<file path="src/rtl/instruction_fetch_unit.sv">
// Instruction fetch stage: PC register, IF/ID pipeline register, redirect/stall/flush
// priority handling, misaligned-target pulse and a count of valid fetches.
module instruction_fetch_unit #(
    parameter logic [31:0] RESET_PC  = 32'h00400000,
    parameter logic [31:0] NOP_INSTR = 32'h00000013
) (
    input  logic        clk,
    input  logic        reset,
    input  logic [31:0] Instruction_i,
    input  logic        Stall_i,
    input  logic        Flush_i,
    input  logic        Branch_taken_i,
    input  logic [31:0] Branch_target_i,
    output logic [31:0] Pc_o,
    output logic [31:0] IfId_Pc_o,
    output logic [31:0] IfId_Pc_plus4_o,
    output logic [31:0] IfId_Instruction_o,
    output logic        IfId_Valid_o,
    output logic        Misaligned_o,
    output logic [31:0] Fetch_count_o
);

    logic [31:0] pc_q, pc_d;
    logic [31:0] ifid_pc_q, ifid_pc_d;
    logic [31:0] ifid_pc4_q, ifid_pc4_d;
    logic [31:0] ifid_instr_q, ifid_instr_d;
    logic        ifid_valid_q, ifid_valid_d;
    logic        misaligned_q, misaligned_d;
    logic [31:0] fetch_count_q, fetch_count_d;
    logic [31:0] pc_plus4;
    logic        load_bubble;

    // Natural 32-bit wrap: 0xFFFFFFFC advances to 0 with no flag.
    assign pc_plus4 = pc_q + 32'd4;

    always_comb begin
        // NOTE: every next-state signal gets a hold/default value first so no latch is inferred.
        pc_d          = pc_q;
        ifid_pc_d     = ifid_pc_q;
        ifid_pc4_d    = ifid_pc4_q;
        ifid_instr_d  = ifid_instr_q;
        ifid_valid_d  = ifid_valid_q;
        misaligned_d  = 1'b0;
        fetch_count_d = fetch_count_q;
        load_bubble   = 1'b0;

        if (Branch_taken_i) begin
            pc_d         = {Branch_target_i[31:2], 2'b00};
            misaligned_d = |Branch_target_i[1:0];
            load_bubble  = 1'b1;
        end else if (Stall_i && Flush_i) begin
            load_bubble = 1'b1;
        end else if (Stall_i) begin
            // Hold everything, including the valid bit.
            pc_d = pc_q;
        end else if (Flush_i) begin
            pc_d        = pc_plus4;
            load_bubble = 1'b1;
        end else begin
            pc_d          = pc_plus4;
            ifid_pc_d     = pc_q;
            ifid_pc4_d    = pc_plus4;
            ifid_instr_d  = Instruction_i;
            ifid_valid_d  = 1'b1;
            fetch_count_d = fetch_count_q + 32'd1;
        end

        if (load_bubble) begin
            ifid_pc_d    = '0;
            ifid_pc4_d   = '0;
            ifid_instr_d = NOP_INSTR;
            ifid_valid_d = 1'b0;
        end
    end

    always_ff @(posedge clk or posedge reset) begin
        // NOTE: sequential state uses non-blocking assignments only, so all registers update together.
        if (reset) begin
            pc_q          <= RESET_PC;
            ifid_pc_q     <= '0;
            ifid_pc4_q    <= '0;
            ifid_instr_q  <= NOP_INSTR;
            ifid_valid_q  <= 1'b0;
            misaligned_q  <= 1'b0;
            fetch_count_q <= '0;
        end else begin
            pc_q          <= pc_d;
            ifid_pc_q     <= ifid_pc_d;
            ifid_pc4_q    <= ifid_pc4_d;
            ifid_instr_q  <= ifid_instr_d;
            ifid_valid_q  <= ifid_valid_d;
            misaligned_q  <= misaligned_d;
            fetch_count_q <= fetch_count_d;
        end
    end

    assign Pc_o               = pc_q;
    assign IfId_Pc_o          = ifid_pc_q;
    assign IfId_Pc_plus4_o    = ifid_pc4_q;
    assign IfId_Instruction_o = ifid_instr_q;
    assign IfId_Valid_o       = ifid_valid_q;
    assign Misaligned_o       = misaligned_q;
    assign Fetch_count_o      = fetch_count_q;

endmodule

</file>
<file path="config.mk">
export PLATFORM = sky130hd
export DESIGN_NAME = instruction_fetch_unit
export DESIGN_NICKNAME = d
export VERILOG_FILES = /design/src/rtl/instruction_fetch_unit.sv
export SDC_FILE = /design/constraint.sdc
export NUM_CORES = 1
export LEC_CHECK = 0
export CORE_UTILIZATION = 50
export DETAILED_ROUTE_END_ITERATION = 8
export MAX_ROUTING_LAYER = met4
export PLACE_DENSITY = 0.86
export SYNTH_ARGS = -nofsm -noshare
export SYNTH_HDL_FRONTEND = slang
export SYNTH_SLANG_ARGS = --single-unit
</file>
<file path="constraint.sdc">
create_clock -name clk -period 13 [get_ports clk]
set_input_delay 1.95 -clock clk [delete_from_list [all_inputs] [get_ports clk]]
set_output_delay 1.95 -clock clk [all_outputs]
set_load 0.005 [all_outputs]
</file>
Word-level counts from Yosys, hierarchy flattened
Cells that the tools add are included.
- register bits after elaboration: 162
- logic and storage cells: 52
- eq/ne operators: 6
- bitwise gates (word level): 4
- add/sub/neg operators: 2
- mux-type cells: 28
- reduce and logical (&&, ||, !) cells: 5
- operators with widths (operator ; number):
    $mux W32 ; 18
    $add A32 B1 Y32 const B ; 1
    $add A32 B3 Y32 const B ; 1
    $mux W1 ; 10
    $ne A2 B1 Y1 const B ; 4
    $reduce_and A4 Y1 ; 2
    $ne A2 B2 Y1 const B ; 2
    $not A1 Y1 ; 4
    $reduce_and A2 Y1 ; 1
    $reduce_or A2 Y1 ; 1
    $logic_and A1 B1 Y1 ; 1

Longest topological paths before layout
Gate-level depths: netlist of run 1.
- depth after elaboration: 6
- gate-level depth with buffers: 7
- gate-level depth less buffers: 6

Least setup slack after synthesis of run 1
Ideal clock, no wire load.
- path type: input to register
- start: input Stall_i
- end: register fetch_count_q[23] (netlist: Fetch_count_o[23])
- data arrival time: 3455 ps
- data required time: 12877 ps
- path buffers: 1
- path slack: 9422 ps
- setup time: 123 ps
- cell stages on the path: 6
- cells stage by stage: buf_2 > or4b_4 > or4_4 > nor2_4 > nand4_1 > xnor2_1
- cells in the longest elaborated chain, start to end: 3
- elaborated cells between the ends (all ways): 4
- RTL lines (what ; RTL line ; text):
    start, declared ; 10 ; input logic Stall_i,
    $logic_and A1 B1 Y1 ; 51 ; end else if (Stall_i && Flush_i) begin
    $not A1 Y1 (no source line) ; -- ;
    $reduce_and A4 Y1 (no source line) * ; -- ;
    end signal, assigned ; 93 ; fetch_count_q <= fetch_count_d;
    end, declared ; 29 ; logic [31:0] fetch_count_q, fetch_count_d;
Every way passes the cells marked *; elsewhere a longest branch is shown, timed or not.
A chain may end at the register's enable or synchronous reset.

Final worst setup path of run 1
Same ends and word-level chain as after synthesis.

==> results of run 1 <==
## final cells by class
cell class                 count  share of cell area [%]
sequential                   157                    40.1
inverter                       4                   0.204
timing repair buffer         231                    23.4
clock buffer                  23                    4.87
tap                          176                    2.25
multi-input combinational    420                    28.0
clock inverter                 7                    1.15
## logic make-up after synthesis
group           synth area share, %
flops                          56.8
xor+xnor                       11.1
mux                           0.795
buf+inv                        3.70
simple gates                   15.1
fa+ha+maj                     0.361
other cells                  0.0541
compound gates                 12.0
## routing by layer
metal	vias to the layer above	GRT usage, %	part of all wire (%)
li1	2590	-	-
met1	2849	33.8	40
met2	264	46.6	50
met3	31	8.46	8.0
met4	0	9.38	1.7
met5	-	-	0
## power groups by stage
| stage | logic (W) | clock network, W | registers [W] |
|---|---|---|---|
| 6_report | 0.000144 | 0.000498 | 0.000552 |
| 2_1_floorplan | 0.0000648 | 0 | 0.000547 |
| 5_1_grt | 0.000156 | 0.000523 | 0.000556 |
| 3_5_place_dp | 0.000144 | 0 | 0.000560 |
| 4_1_cts | 0.000146 | 0.000504 | 0.000552 |
| 3_3_place_gp | 0.000141 | 0 | 0.000558 |
## stage by stage
stage | hold WS, ns | cells | utilization [%] | total power (W) | cell area, um2
3_5_place_dp | 0.470 | 988 | 68.8 | 0.000704 | 9220
4_1_cts | 0.482 | 1018 | 73.2 | 0.00120 | 9810
2_1_floorplan | 0.468 | 634 | - | 0.000612 | 6930
6_report | 0.477 | 1018 | 73.2 | 0.00119 | 9810
5_1_grt | 0.490 | 1018 | 73.2 | 0.00124 | 9810
3_3_place_gp | 0.462 | 988 | 68.8 | 0.000699 | 9220
## worst max-delay path: stages
cell             delay [ns]
clkdlybuf4s50_1        0.88
or4b_4                 0.70
or4_4                  0.47
nor2_4                 0.19
nand4_1                0.16
xnor2_1                0.16
## worst paths after layout
kind                                               startpoint                            endpoint  cells after the start
worst min-delay path            Fetch_count_o[31]$_DFFE_PP0P_       Fetch_count_o[31]$_DFFE_PP0P_                      1
worst max register to register            Pc_o[9]$_DFFE_PP0P_                Pc_o[29]$_DFFE_PP0P_                      5
max in group asynchronous                               reset                Pc_o[29]$_DFFE_PP0P_                      3
min in group asynchronous                               reset  IfId_Instruction_o[28]$_DFFE_PP0P_                      2
worst max-delay path                                  Stall_i       Fetch_count_o[23]$_DFFE_PP0P_                      6
worst min register to register  Fetch_count_o[31]$_DFFE_PP0P_       Fetch_count_o[31]$_DFFE_PP0P_                      1
## sequential cells by signal, indices dropped and copies added, names as in the netlist
register / cells
IfId_Pc_o: 31
Misaligned_o: 1
Fetch_count_o: 32
IfId_Pc_plus4_o: 30
IfId_Instruction_o: 32
Pc_o: 30
IfId_Valid_o: 1
## placed cells by master, fill, tap and decap left out, types with 4 or more instances in the layout
| master | n |
|---|---|
| dfrtp_1 | 153 |
| and4_1 | 5 |
| xor2_1 | 46 |
| nand4_1 | 20 |
| and3_1 | 7 |
| nor2_1 | 15 |
| nor4_1 | 5 |
| nand2_1 | 91 |
| xnor2_1 | 42 |
| a22o_1 | 60 |
| dfstp_2 | 4 |
| mux2_2 | 4 |
| clkdlybuf4s50_1 | 227 |
| o21ai_0 | 55 |
| nand3_1 | 36 |
| nor3_1 | 8 |
| clkbuf_16 | 17 |
==> flow_metrics.py, run 1 <==
metrics = {
    "run_status": {
        "run_status": "finished clean",
    },
    "sta": {
        "final-max-slew-violation-count": 0,
        "setup_viol": 0,
        "final_hold_viol_count": 0,
        "relSlewSlack_pct": 24.9,
        "rsz0062_at_grt": "no",
        "min_period_ns": 4.23,
        "min_period_over_period_pct": 32.6,
        "final_critical_path_setup_slack_ns": 8.77,
        "finalClockSkew_ns": 0.0101,
        "timing_worst_slew_pin_value_ns": 1.13,
        "finalSetupTns_ns": 0,
        "fmax_mhz": 236,
    },
    "routing": {
        "drt_first_pass_iters": 5,
        "route.detailed.wl_per_inst_um": 19.0,
        "dr_total_vias": 5734,
        "antenna_left": 0,
        "via_per_inst": 5.63,
        "starting_drc_count_in_detailed_routing": 493,
        "post-route-drc-count": 0,
        "routed_wl_um": 19400,
    },
    "synthesis": {
        "post-synth-top-area-fraction_pct": 55.3,
        "synth_edf_count": 0,
        "post_synth.cell_area_avg_um2": 10.9,
        "synthesis.yosys.warnings": 0,
        "number_of_cells_produced_by_synthesis": 633,
        "netlist_top_cells_area": "dfrtp_1 (55%), a22o_1 (7.6%), xor2_1 (5.8%), xnor2_1 (5.3%), nand2_1 (4.9%)",
        "mappedNetlistArea_mm2": 0.00693,
        "yosys-top-cells-count": "dfrtp_1 (153), nand2_1 (91), a22o_1 (60)",
        "yosys.cell_count.top_type": "dfrtp_1",
        "postSynth.asyncResetShare_pct": 100,
        "yosys_most_used_dff": "dfrtp_1",
        "ys_types": 38,
        "synth-seq-area-share_pct": 56.8,
        "post-synth-top-area-cell": "dfrtp_1",
        "yosys_register_bits": 157,
    },
    "cts": {
        "numCtsBuffers": 17,
        "cts-root-to-sink-buffers": 2,
        "clkSlewWorstSetupHoldPaths_ns": 0.05,
        "cts.htree.levels": 4,
        "cts-resized-gates": 0,
        "clock-root-buffer": "clkbuf_16",
        "postCtsSetupBuffers": 0,
        "worst_skew_pair.late_latency_ns": 0.42,
        "cts_tree": "yes",
        "cts-hold-fix-buffers": 0,
        "tritoncts_num_sinks": 157,
    },
    "final_layout": {
        "synthToLayoutAreaGrowth_pct": 41.6,
        "ff_latch_area_mm2": 0.00393,
        "multiInputGateArea_mm2": 0.00274,
        "design.final.nets": 902,
        "antenna_cells_inserted": 0,
        "n_fill_cell": 920,
        "layout-drive-gt1-share_pct": 6.06,
    },
    "worst_hold_path": {
        "holdCritPathClass": "reg2reg",
    },
    "pwr": {
        "cellPowerDensity_mw_per_mm2": 122,
        "power.static_leakage_nw": 4.12,
        "power_frac_comb_pct": 12.1,
        "power.switching_w": 0.000280,
        "p_sw_share_pct": 23.5,
        "clock_power_share_pct": 41.7,
        "internal-power_w": 0.000914,
        "share_seq_of_total_power_pct": 46.3,
        "largest_vdd_supply_drop_v": 0.0000850,
    },
    "grt": {
        "grt_max_degree": 92,
        "antenna_found_initial": 0,
        "grt_pass1_vias": 5861,
        "grt-ovfl-total": 0,
        "globalRouteTotalUtil_pct": 28.5,
        "grt_pass1_wl_um": 30600,
    },
    "critical_path": {
        "setup.worst_path.start_class": "primary input",
        "r2r_setup_slack_ns": 10.40,
        "worst_ep_arrival_time_ns": 4.53,
        "crit_fanout": 19,
        "worst-setup-path-type": "in2reg",
        "worst_ep_required_time_ns": 13.30,
        "capturing_element_type_of_the_critical_path": "flop",
    },
    "place": {
        "globalplace.congestion": 0.856,
        "port-buffer-count": 228,
        "post-place-ws_ns": 8.39,
        "dpl.hpwl_um": 13200,
    },
    "flow_run": {
        "maxCapViolCount": 0,
    },
    "die": {
        "top_level_ports": 231,
        "initial_core_util_pct": 51.7,
        "die_width_um": 120,
        "rows": 42,
        "core_area_mm2": 0.0134,
        "floorplan.die_area_mm2": 0.0143,
        "die_extent_in_y_um": 120,
    },
}
Note: power is estimated with default switching activity, not from simulation.
==> run 2: changes to the inputs <==
CORE_UTILIZATION = 42   (was 50)
PLACE_DENSITY = 0.77   (was 0.86)
clock period = 3.48 ns   (was 13 ns; I/O delays follow)
==> run 2 against run 1 <==
  * Final cell count up 4.9%
  * Core utilization decreased by 11 points
  * Clock power rose to 3.7 times the previous value
  * Largest power group unchanged
  * Final area grew 1.3%
  * Critical path type is now reg2reg
  * Combinational power increased to 3.8 times the previous value
  * Clock-buffer cell count decreased by 1
  * Non-clock buffer count up 7
  * Critical path depth down 1
  * Critical endpoint is now IfId_Pc_plus4_o[19]$_DFFE_PP0P_
  * Sequential share of layout area is 0.52 points lower
==> flow_metrics.py, run 2 (same netlist as run 1, synthesis figures left out) <==
metrics = {
    "final_layout": {
        "synthToLayoutAreaGrowth_pct": 43.4,
        "design.final.nets": 909,
        "layout-drive-gt1-share_pct": 7.17,
        "most_common_cell_after_layout_fill_and_taps_aside": "clkdlybuf4s50_1",
        "stdcell_count": 1068,
        "final_area_mm2": 0.00994,
        "n_fill_cell": 1326,
        "most-common-layout-cells": "clkdlybuf4s50_1 (227), dfrtp_1 (153), nand2_1 (91), a22o_1 (60), o21ai_0 (55)",
    },
    "worst_hold_path": {
        "worst_hold_startpoint": "Fetch_count_o[31]$_DFFE_PP0P_",
        "timing.hold.worst_endpoint": "Fetch_count_o[31]$_DFFE_PP0P_",
        "min_delay_path_depth": 1,
        "holdCritPathClass": "reg2reg",
    },
    "cts": {
        "cts-root-to-sink-buffers": 2,
        "cts-hold-fix-buffers": 0,
        "cts_tree": "yes",
        "worst_skew_pair.late_latency_ns": 0.42,
        "postCtsSetupBuffers": 0,
        "numCtsBuffers": 17,
        "tritoncts_num_sinks": 157,
        "clock-root-buffer": "clkbuf_16",
        "clkSlewWorstSetupHoldPaths_ns": 0.07,
        "cts.htree.levels": 4,
        "cts-resized-gates": 0,
    },
    "routing": {
        "starting_drc_count_in_detailed_routing": 289,
        "post-route-drc-count": 0,
        "drt_first_pass_iters": 4,
        "routed_wl_um": 18900,
        "antenna_left": 0,
        "dr_total_vias": 5487,
        "via_per_inst": 5.14,
        "route.detailed.wl_per_inst_um": 17.7,
    },
    "place": {
        "globalplace.congestion": 0.794,
        "dpl.hpwl_um": 13000,
        "port-buffer-count": 228,
        "dpl_cell_area_mm2": 0.00934,
        "dp_cells": 1035,
        "post-place-ws_ns": 0.868,
    },
    "critical_path": {
        "critPathMaxStageDelay_ns": 0.78,
        "r2r_start": "Pc_o[6]$_DFFE_PP0P_",
        "ff2ff_path_depth": 5,
        "setup.worst_path.start_class": "flop",
        "worst-setup-path-type": "reg2reg",
        "capturing_element_type_of_the_critical_path": "flop",
        "timing.critical_path.mode_cell": "nand4_1",
        "critical_path.cell_chain": "nand4_1, nor2_1, nand4_1, xor2_1, o21ai_0",
        "r2r_setup_slack_ns": 1.10,
        "worst_ep_arrival_time_ns": 2.70,
        "worst_ep_required_time_ns": 3.80,
        "reg2reg_to": "IfId_Pc_plus4_o[19]$_DFFE_PP0P_",
        "crit_fanout": 9,
        "cpMaxStageDelayCell": "nor2_1",
    },
    "die": {
        "top_level_ports": 231,
        "floorplan.die_area_mm2": 0.0170,
        "die_width_um": 130,
        "rows": 46,
        "initial_core_util_pct": 43.3,
        "die_extent_in_y_um": 130,
        "core_area_mm2": 0.0160,
    },
    "flow_run": {
        "maxCapViolCount": 0,
    },
    "sta": {
        "timing_worst_slew_pin_value_ns": 0.801,
        "final_hold_viol_count": 0,
        "min_period_over_period_pct": 68.3,
        "final_critical_path_setup_slack_ns": 1.10,
        "final-max-slew-violation-count": 0,
        "fmax_mhz": 421,
        "min_period_ns": 2.38,
        "finalClockSkew_ns": 0.0109,
        "relSlewSlack_pct": 46.4,
        "finalSetupTns_ns": 0,
        "rsz0062_at_grt": "no",
        "setup_viol": 0,
    },
    "grt": {
        "grt_pass1_wl_um": 29200,
        "grt_pass1_vias": 5342,
        "antenna_found_initial": 1,
        "grt_max_degree": 111,
        "grt-ovfl-total": 0,
        "globalRouteTotalUtil_pct": 23.4,
    },
    "pwr": {
        "power.static_leakage_nw": 4.16,
        "cellPowerDensity_mw_per_mm2": 447,
        "largest_vdd_supply_drop_v": 0.000284,
    },
    "run_status": {
        "run_status": "finished clean",
    },
}
==> run 2: stage by stage <==
step	total power [W]	hold WS [ns]	utilization [%]
floorplan	0.00229	0.468	-
global placement	0.00262	0.460	58.4
detailed placement	0.00263	0.463	58.4
CTS	0.00449	0.477	62.1
global route	0.00463	0.495	62.1
finish	0.00445	0.468	62.1
==> run 2: how the worst max path moves through the flow <==
stage | startpoint | end | depth (start not counted)
2_1_floorplan | reset | Fetch_count_o[0]$_DFFE_PP0P_ | 1
3_3_place_gp | Flush_i | Fetch_count_o[23]$_DFFE_PP0P_ | 6
3_5_place_dp | Flush_i | Fetch_count_o[23]$_DFFE_PP0P_ | 6
4_1_cts | Pc_o[6]$_DFFE_PP0P_ | IfId_Pc_plus4_o[19]$_DFFE_PP0P_ | 5
5_1_grt | Pc_o[5]$_DFFE_PP0P_ | IfId_Pc_plus4_o[19]$_DFFE_PP0P_ | 5
6_report | Pc_o[6]$_DFFE_PP0P_ | IfId_Pc_plus4_o[19]$_DFFE_PP0P_ | 5
==> run 2: per-layer routing <==
layer  track usage [%]  wire length, um  vias to the layer above
met4              7.37              272                        0
met3              6.96             1590                       23
li1                  -                -                     2608
met5                 -                0                        -
met2              38.0             9100                      185
met1              27.9             7920                     2671
==> run 2: critical path, delay by kind of cell (launching register included) <==
family,cells,cell delay (ns)
flops,1,0.48
compound gates,1,0.18
xor+xnor,1,0.18
simple gates,3,1.43
==> run 2: where the power goes <==
group	switching (W)	leakage (nW)	total (W)	internal (W)
Clock	0.000738	0.282	0.00185	0.00111
Sequential	0.000133	2.09	0.00205	0.00192
Combinational	0.000217	1.78	0.000540	0.000323
Total	0.00109	4.16	0.00445	0.00336
==> run 2: cell type report <==
class / count / area, um2 / area share (%)
diodes: 1 / 2.50 / 0.0252
clock buffers: 22 / 474 / 4.77
clock inverters: 10 / 115 / 1.16
inverters: 4 / 18.8 / 0.189
multi-input cells: 420 / 2740 / 27.6
flip-flops and latches: 157 / 3930 / 39.6
well taps: 216 / 270 / 2.72
repair buffers: 238 / 2380 / 23.9
==> run 3: changes to the inputs <==
CORE_UTILIZATION = 46   (was 42)
PLACE_DENSITY = 0.8   (was 0.77)
clock period = 2.3 ns   (was 3.48 ns; I/O delays follow)
==> run 3 against run 2 <==
  * Clock-buffer cell count did not move
  * Final area grew 1.2%
  * Sequential power up 50%
  * Routed wire length rose by 0.99%
  * Flip-flop and latch count did not move
  * Register-to-register slack got worse by 0.78 ns
  * First-iteration DRC count rose by 22%
  * Critical endpoint is now Pc_o[26]$_DFFE_PP0P_
  * Highest routed layer unchanged
==> flow_metrics.py, run 3 (same netlist as run 1, synthesis figures left out) <==
metrics = {
    "run_status": {
        "run_status": "finished clean",
    },
    "final_layout": {
        "layout-drive-gt1-share_pct": 9.81,
        "design.final.nets": 938,
        "antenna_cells_inserted": 0,
        "utilization_pct": 68.9,
        "n_fill_cell": 1068,
        "most_common_cell_after_layout_fill_and_taps_aside": "clkdlybuf4s50_1",
        "most-common-layout-cells": "clkdlybuf4s50_1 (227), dfrtp_1 (153), nand2_1 (91), a22o_1 (60), o21ai_0 (55)",
        "synthToLayoutAreaGrowth_pct": 45.1,
    },
    "cts": {
        "worst_skew_pair.late_latency_ns": 0.42,
        "numCtsBuffers": 17,
        "cts-root-to-sink-buffers": 2,
        "clkSlewWorstSetupHoldPaths_ns": 0.06,
        "clock-root-buffer": "clkbuf_16",
        "cts-resized-gates": 0,
        "tritoncts_num_sinks": 157,
        "postCtsSetupBuffers": 0,
        "cts.htree.levels": 4,
        "cts_tree": "yes",
        "cts-hold-fix-buffers": 0,
    },
    "pwr": {
        "power.static_leakage_nw": 4.27,
        "share_seq_of_total_power_pct": 47.7,
        "internal-power_w": 0.00485,
        "power_frac_comb_pct": 14.2,
        "power.switching_w": 0.00160,
        "largest_vdd_supply_drop_v": 0.000475,
        "clock_power_share_pct": 38.1,
        "p_sw_share_pct": 24.8,
        "cellPowerDensity_mw_per_mm2": 641,
    },
    "sta": {
        "relSlewSlack_pct": 51.6,
        "min_period_over_period_pct": 85.7,
        "timing_worst_slew_pin_value_ns": 0.726,
        "finalClockSkew_ns": 0.0115,
        "final-max-slew-violation-count": 0,
        "min_period_ns": 1.97,
        "final_critical_path_setup_slack_ns": 0.328,
        "fmax_mhz": 507,
        "setup_viol": 0,
        "rsz0062_at_grt": "no",
        "final_hold_viol_count": 0,
        "finalHoldWorstSlack_ns": 0.417,
    },
    "routing": {
        "dr_total_vias": 5730,
        "antenna_left": 0,
        "post-route-drc-count": 0,
        "drt_first_pass_iters": 4,
        "via_per_inst": 5.40,
        "starting_drc_count_in_detailed_routing": 354,
        "route.detailed.wl_per_inst_um": 18.0,
        "routed_wl_um": 19100,
    },
    "die": {
        "floorplan.die_area_mm2": 0.0156,
        "initial_core_util_pct": 47.5,
        "die_width_um": 125,
        "rows": 44,
        "die_extent_in_y_um": 125,
        "core_area_mm2": 0.0146,
        "top_level_ports": 231,
    },
    "grt": {
        "grt-ovfl-total": 0,
        "grt_pass1_wl_um": 30900,
        "globalRouteTotalUtil_pct": 26.0,
        "grt_pass1_vias": 5895,
        "grt_max_degree": 106,
        "antenna_found_initial": 0,
    },
    "place": {
        "post-place-ws_ns": -0.0126,
        "dpl.hpwl_um": 13300,
        "port-buffer-count": 228,
        "globalplace.congestion": 0.834,
    },
    "critical_path": {
        "setup.worst_path.start_class": "flop",
        "capturing_element_type_of_the_critical_path": "flop",
        "worst_ep_required_time_ns": 2.63,
        "worst-setup-path-type": "reg2reg",
        "worst_ep_arrival_time_ns": 2.30,
        "crit_fanout": 10,
    },
    "flow_run": {
        "maxCapViolCount": 0,
    },
    "worst_hold_path": {
        "holdCritPathClass": "in2async",
    },
}
[run 3: through the flow]
stage	power, W	TNS (ns)	instances	area [um2]
2_1_floorplan	0.00346	-4.38	634	6940
3_3_place_gp	0.00400	-0.0155	1032	9550
3_5_place_dp	0.00403	-0.0126	1032	9550
4_1_cts	0.00651	0	1061	10100
5_1_grt	0.00672	0	1061	10100
6_report	0.00644	0	1061	10100
[run 3: per-layer routing]
metal	wire, um	global-route usage [%]
met1	8150	31.9
met2	9340	41.2
met3	1140	6.74
met4	430	9.78
met5	0	-
[run 3: worst max-delay path, stage by stage, from the launching register on]
cell	delay, ns
dfrtp_1	0.45
nand3_1	0.25
nor4_4	0.62
nand3_1	0.20
xor2_1	0.18
o21ai_0	0.18
[run 3: power groups by stage]
| stage | logic, W | clock network (W) | registers, W |
|---|---|---|---|
| after floorplan | 0.000367 | 0 | 0.00309 |
| after global placement | 0.000895 | 0 | 0.00311 |
| after detailed placement | 0.000918 | 0 | 0.00312 |
| after CTS | 0.000926 | 0.00251 | 0.00307 |
| after global routing | 0.000996 | 0.00263 | 0.00309 |
| final | 0.000917 | 0.00245 | 0.00307 |
[run 3: path summary, 6_finish.rpt]
kind / start / to / slack [ns] / cells past startpoint
setup / recovery: Pc_o[11]$_DFFE_PP0P_ / Pc_o[26]$_DFFE_PP0P_ / 0.33 / 5
hold reg to reg: IfId_Valid_o$_DFFE_PP0P_ / IfId_Valid_o$_DFFE_PP0P_ / 0.48 / 2
hold / removal: reset / IfId_Instruction_o[14]$_DFFE_PP0P_ / 0.42 / 3
setup reg to reg: Pc_o[11]$_DFFE_PP0P_ / Pc_o[26]$_DFFE_PP0P_ / 0.33 / 5
max in group asynchronous: reset / Fetch_count_o[20]$_DFFE_PP0P_ / 1.36 / 3
min in group clk: Branch_taken_i / IfId_Pc_o[1]$_DFFE_PP0P_ / 0.44 / 3
[run 3: layout make-up]
| type | count | area, um2 | share of cell area [%] |
|---|---|---|---|
| Sequential cell | 157 | 3930 | 39.1 |
| Multi-Input combinational cell | 420 | 2740 | 27.3 |
| Timing Repair Buffer | 267 | 2620 | 26.1 |
| Clock buffer | 22 | 464 | 4.62 |
| Tap cell | 184 | 230 | 2.29 |
| Clock inverter | 7 | 43.8 | 0.436 |
| Inverter | 4 | 18.8 | 0.187 |
